$ cat src/rtl/uart_tx_arbiter.sv
// rtl/uart_tx_arbiter.sv - three-way packet-locked round-robin arbiter feeding one UART transmitter
module uart_tx_arbiter #(
  parameter int IDLE_MAX = 1000,
  parameter int CNT_W    = 10
) (
  input  logic        clk,
  input  logic        rst,
  input  logic [2:0]  req_vld,
  input  logic [23:0] req_dat,
  input  logic [2:0]  req_last,
  output logic [2:0]  req_rdy,
  output logic [7:0]  d_tx,
  output logic        vld_tx,
  input  logic        rdy_tx,
  output logic [2:0]  grant,
  output logic        err_timeout,
  output logic [1:0]  err_id,
  output logic [15:0] pkt_cnt
);

  typedef enum logic {
    IDLE = 1'b0,
    BUSY = 1'b1
  } state_t;

  state_t           state;
  state_t           state_nxt;
  logic [2:0]       grant_nxt;
  logic [1:0]       g_idx;
  logic [1:0]       g_idx_nxt;
  logic [1:0]       ptr;
  logic [1:0]       ptr_nxt;
  logic [CNT_W-1:0] stall_cnt;

  logic       winner_found;
  logic [1:0] winner;
  logic       vld_g;
  logic       last_g;
  logic [7:0] dat_g;
  logic       slot_open;
  logic       accept;
  logic       stall;
  logic       timeout;
  logic       pkt_done;

  // Round-robin search starting at ptr; only consulted while idle
  always_comb begin
    winner_found = |req_vld;
    winner       = 2'd0;
    case (ptr)
      2'd1:    winner = req_vld[1] ? 2'd1 : (req_vld[2] ? 2'd2 : 2'd0);
      2'd2:    winner = req_vld[2] ? 2'd2 : (req_vld[0] ? 2'd0 : 2'd1);
      default: winner = req_vld[0] ? 2'd0 : (req_vld[1] ? 2'd1 : 2'd2);
    endcase
  end

  // Select the granted requester's lane; grant is one-hot so AND-OR is enough for the flags
  always_comb begin
    vld_g  = |(req_vld & grant);
    last_g = |(req_last & grant);
    dat_g  = 8'h00;
    case (g_idx)
      2'd0:    dat_g = req_dat[7:0];
      2'd1:    dat_g = req_dat[15:8];
      2'd2:    dat_g = req_dat[23:16];
      default: dat_g = 8'h00;
    endcase
  end

  // Handshake and stall detection; the output slot is free when empty or draining this cycle
  always_comb begin
    slot_open = !vld_tx || rdy_tx;
    req_rdy   = 3'b000;
    if (state == BUSY && slot_open && !rst) begin
      req_rdy = grant;
    end
    accept   = |(req_rdy & req_vld);
    pkt_done = accept && last_g;
    stall    = (state == BUSY) && slot_open && !vld_g && !rst;
    timeout  = stall && (stall_cnt == CNT_W'(IDLE_MAX - 1));
  end

  // Next-state logic: arbitrate in IDLE, hold the grant until last byte or stall timeout
  always_comb begin
    state_nxt = state;
    grant_nxt = grant;
    g_idx_nxt = g_idx;
    ptr_nxt   = ptr;
    case (state)
      IDLE: begin
        if (winner_found) begin
          state_nxt = BUSY;
          grant_nxt = 3'b001 << winner;
          g_idx_nxt = winner;
          ptr_nxt   = (winner == 2'd2) ? 2'd0 : winner + 2'd1;
        end
      end
      BUSY: begin
        if (pkt_done || timeout) begin
          state_nxt = IDLE;
          grant_nxt = 3'b000;
        end
      end
      default: begin
        state_nxt = IDLE;
        grant_nxt = 3'b000;
      end
    endcase
  end

  // State, grant and priority pointer registers
  always_ff @(posedge clk) begin
    if (rst) begin
      state <= IDLE;
      grant <= 3'b000;
      g_idx <= 2'd0;
      ptr   <= 2'd0;
    end else begin
      state <= state_nxt;
      grant <= grant_nxt;
      g_idx <= g_idx_nxt;
      ptr   <= ptr_nxt;
    end
  end

  // Stall counter: zero while idle so every new grant starts fresh; frozen under back-pressure
  always_ff @(posedge clk) begin
    if (rst) begin
      stall_cnt <= '0;
    end else if (state == IDLE || accept || timeout) begin
      stall_cnt <= '0;
    end else if (stall) begin
      stall_cnt <= stall_cnt + CNT_W'(1);
    end
  end

  // Output byte register; a load and a drain in the same cycle keep vld_tx high
  always_ff @(posedge clk) begin
    if (rst) begin
      d_tx   <= 8'h00;
      vld_tx <= 1'b0;
    end else if (accept) begin
      d_tx   <= dat_g;
      vld_tx <= 1'b1;
    end else if (vld_tx && rdy_tx) begin
      vld_tx <= 1'b0;
    end
  end

  // Timeout reporting: single-cycle pulse, offender index held until the next timeout
  always_ff @(posedge clk) begin
    if (rst) begin
      err_timeout <= 1'b0;
      err_id      <= 2'd0;
    end else begin
      err_timeout <= timeout;
      if (timeout) begin
        err_id <= g_idx;
      end
    end
  end

  // Completed-packet counter, free-running wrap at 16 bits
  always_ff @(posedge clk) begin
    if (rst) begin
      pkt_cnt <= 16'd0;
    end else if (pkt_done) begin
      pkt_cnt <= pkt_cnt + 16'd1;
    end
  end

endmodule

$ cat config.mk
export PLATFORM = sky130hd
export DESIGN_NAME = uart_tx_arbiter
export DESIGN_NICKNAME = d
export VERILOG_FILES = /design/src/rtl/uart_tx_arbiter.sv
export SDC_FILE = /design/constraint.sdc
export NUM_CORES = 1
export LEC_CHECK = 0
export CORE_UTILIZATION = 51
export DETAILED_ROUTE_END_ITERATION = 10
export GPL_TIMING_DRIVEN = 0
export PLACE_DENSITY_LB_ADDON = 0.08
export REMOVE_ABC_BUFFERS = 1
export SLEW_MARGIN = 20
export SYNTH_ARGS = -nofsm -noshare
export SYNTH_HDL_FRONTEND = slang
export SYNTH_SLANG_ARGS = --single-unit
$ cat constraint.sdc
create_clock -name clk -period 4.9 [get_ports clk]
set_input_delay 1.225 -clock clk [delete_from_list [all_inputs] [get_ports clk]]
set_output_delay 1.225 -clock clk [all_outputs]
set_load 0.02 [all_outputs]
==> impl_metrics.ini <==
[cells_and_area]
nets = 379
multiInputGateArea_um2 = 1370
regArea_um2 = 920.9
drive_above_1_share_pct = 7.018
num_antenna_cells = 0
synthToLayoutAreaGrowth_pct = 33.72
fillers = 367

[power_and_ir_drop]
p_leak_nw = 1.082
vdd_drop_max_uv = 216.3
powerDensity_nw_per_um2 = 261.6
total_power_mw = 0.8320

[clock_tree]
insertion_delay_ps = 290
cts-buffers-inserted = 5
cts_hold_buf = 0
htreeDepth = 2
clock-sinks = 46
cts_tree = yes
clk_path_buf_depth = 2
cts.repair.resized = 0
root_buffer = clkbuf_8
post_cts_buffers = 0
clkTransAtPathRegs_ps = 80

[synth]
syn_inst = 282
seq_area_frac_synth_pct = 38.72
synth_edf_count = 0
synth_top_cells_by_count = dfxtp_1 (46), nor2_1 (37), a21oi_1 (18), nor3_1 (18), nor2b_1 (14)
ys_async_sr_fraction_pct = 0
synth_warnings = 0
synth-seq-cells = 46
netlist.area_leader.share_pct = 38.72
synth.most_common_cell = dfxtp_1
syn_area_um2 = 2379
yosys-top-cells-area = dfxtp_1 (39%), nor2_1 (5.8%), mux2i_1 (4.6%), mux2_2 (4.3%), a21oi_1 (3.8%)
synth_area_leader_cell = dfxtp_1
synth-main-ff-cell = dfxtp_1
avgSynthCellArea_um2 = 8.435
ys_types = 44

[timing]
setup_ws_ps = 613.7
tightest_slew_ps = 981.1
fin_crit_sh_pct = 87.48
fin_skew_ps = 7.510
hold_viol = 0
min_period_ps = 4286
slew_viol_final = 0
setup_violations = 0
max_freq_mhz = 233.3
slew_headroom_pct = 34.09
grt_setup_unrepaired = no

[die]
core_area_um2 = 4414
io_pins = 67
start_util_pct = 53.88
rows = 24
dieHeight_um = 70.29
die_x_um = 70.29
dieArea_um2 = 4941

[job]
cap_violations = 0

[run_status]
status = finished, final reports clean

[hold_path]
hp-class = reg2reg
holdPathStages = 2

[critical_path]
crit_type = in2out
ff2ff_path_depth = 5
cp.arrival_ps = 3060
worstPathRequired_ps = 3670
start_kind = input port
cp_max_fo = 32
end_kind = primary output

[detailed_routing]
drc = 0
drtPass1Iterations = 5
ant_nets = 0
wl_um = 5371
vias_per_cell = 5.723
drt_iter0_markers = 147
drt-wirelength-per-cell_um = 13.63
num_vias = 2255

[place]
place_hpwl_um = 3897
portBuffers = 66
gp_congestion = 0.7859
place_ws_ps = 638.9

[global_routing]
grt_pass1_wl_um = 9108
first_global_vias = 1996
grt_max_degree = 33
antenna_found_initial = 0
grt_overflow = 0
track_usage_pct = 22.32
-- cells by family after synthesis --
kind of cell | Yosys count | synth area share [%]
buf+inv | 21 | 3.683
mux | 20 | 8.890
flops | 46 | 38.72
simple gates | 139 | 32.51
xor+xnor | 4 | 1.473
fa+ha+maj | 4 | 2.104
compound gates | 48 | 12.63
-- placed cells by master, fill, tap and decap left out, types with 3 or more instances in the layout --
cell              n
a211oi_1         10
a21oi_1          18
and3_1            7
buf_2             3
clkbuf_8          6
clkdlybuf4s50_1  65
dfxtp_1          46
ha_1              4
inv_1             5
mux2_2            9
mux2i_1          11
nand2_1          12
nand2b_1          3
nand3_1          10
nand3b_1          4
nand4_1           5
nor2_1           37
nor2b_1          14
nor3_1           18
nor4_1            3
o21ai_0           8
o31ai_1           5
or3_1             6
or4_1             6
-- worst max-delay path, cell delays in order --
cell	delay [ps]
buf_2	210
buf_16	210
nor2b_1	560
and3_1	240
clkdlybuf4s50_1	610
-- worst paths after layout --
| path | to | slack (ps) | start |
|---|---|---|---|
| setup / recovery | req_rdy[1] | 610 | rst |
| setup reg to reg | pkt_cnt[15] | 2720 | grant[0] |
| hold / removal | ptr[0] | 490 | ptr[0] |
| hold reg to reg | ptr[0] | 490 | ptr[0] |
-- registers in the layout, summed over array words and instances (netlist names) --
signal and count:
err_timeout 1, d_tx 8, ptr 2, vld_tx 1
err_id 2, g_idx 2, pkt_cnt 16, grant 3
stall_cnt 10, state 1
-- final cells by class --
type                       count  share of cell area (%)
sequential                    46                   28.95
clock buffer                   6                   2.596
inverter                       5                  0.5901
tap                           52                   2.046
clock inverter                 1                  0.9441
timing repair buffer          69                   21.79
multi-input combinational    215                   43.08
-- per-layer routing --
| layer | GRT usage (%) | wire (um) |
|---|---|---|
| met1 | 29.38 | 2534 |
| met2 | 36.40 | 2453 |
| met3 | 5.051 | 332 |
| met4 | 6.222 | 50 |
| met5 | 0 | 0 |
-- report_power, final --
| group | switching (mW) | internal, mW | total (mW) |
|---|---|---|---|
| clock network | 0.122 | 0.163 | 0.285 |
| registers | 0.0177 | 0.386 | 0.404 |
| logic | 0.0727 | 0.0709 | 0.144 |
| total | 0.212 | 0.620 | 0.832 |
-- stage by stage --
step	cells	instance area (um2)	utilization, %	TNS (ps)	hold slack [ps]
after floorplan	266	2310	-	0	442.5
final	394	3181	72.05	0	487.7
after CTS	394	3181	72.05	0	488.8
after global placement	384	3035	68.76	-1736	462.3
after global routing	394	3181	72.05	0	505.1
after detailed placement	387	3068	69.50	0	473.1
Note: power is estimated with default switching activity, not from simulation.
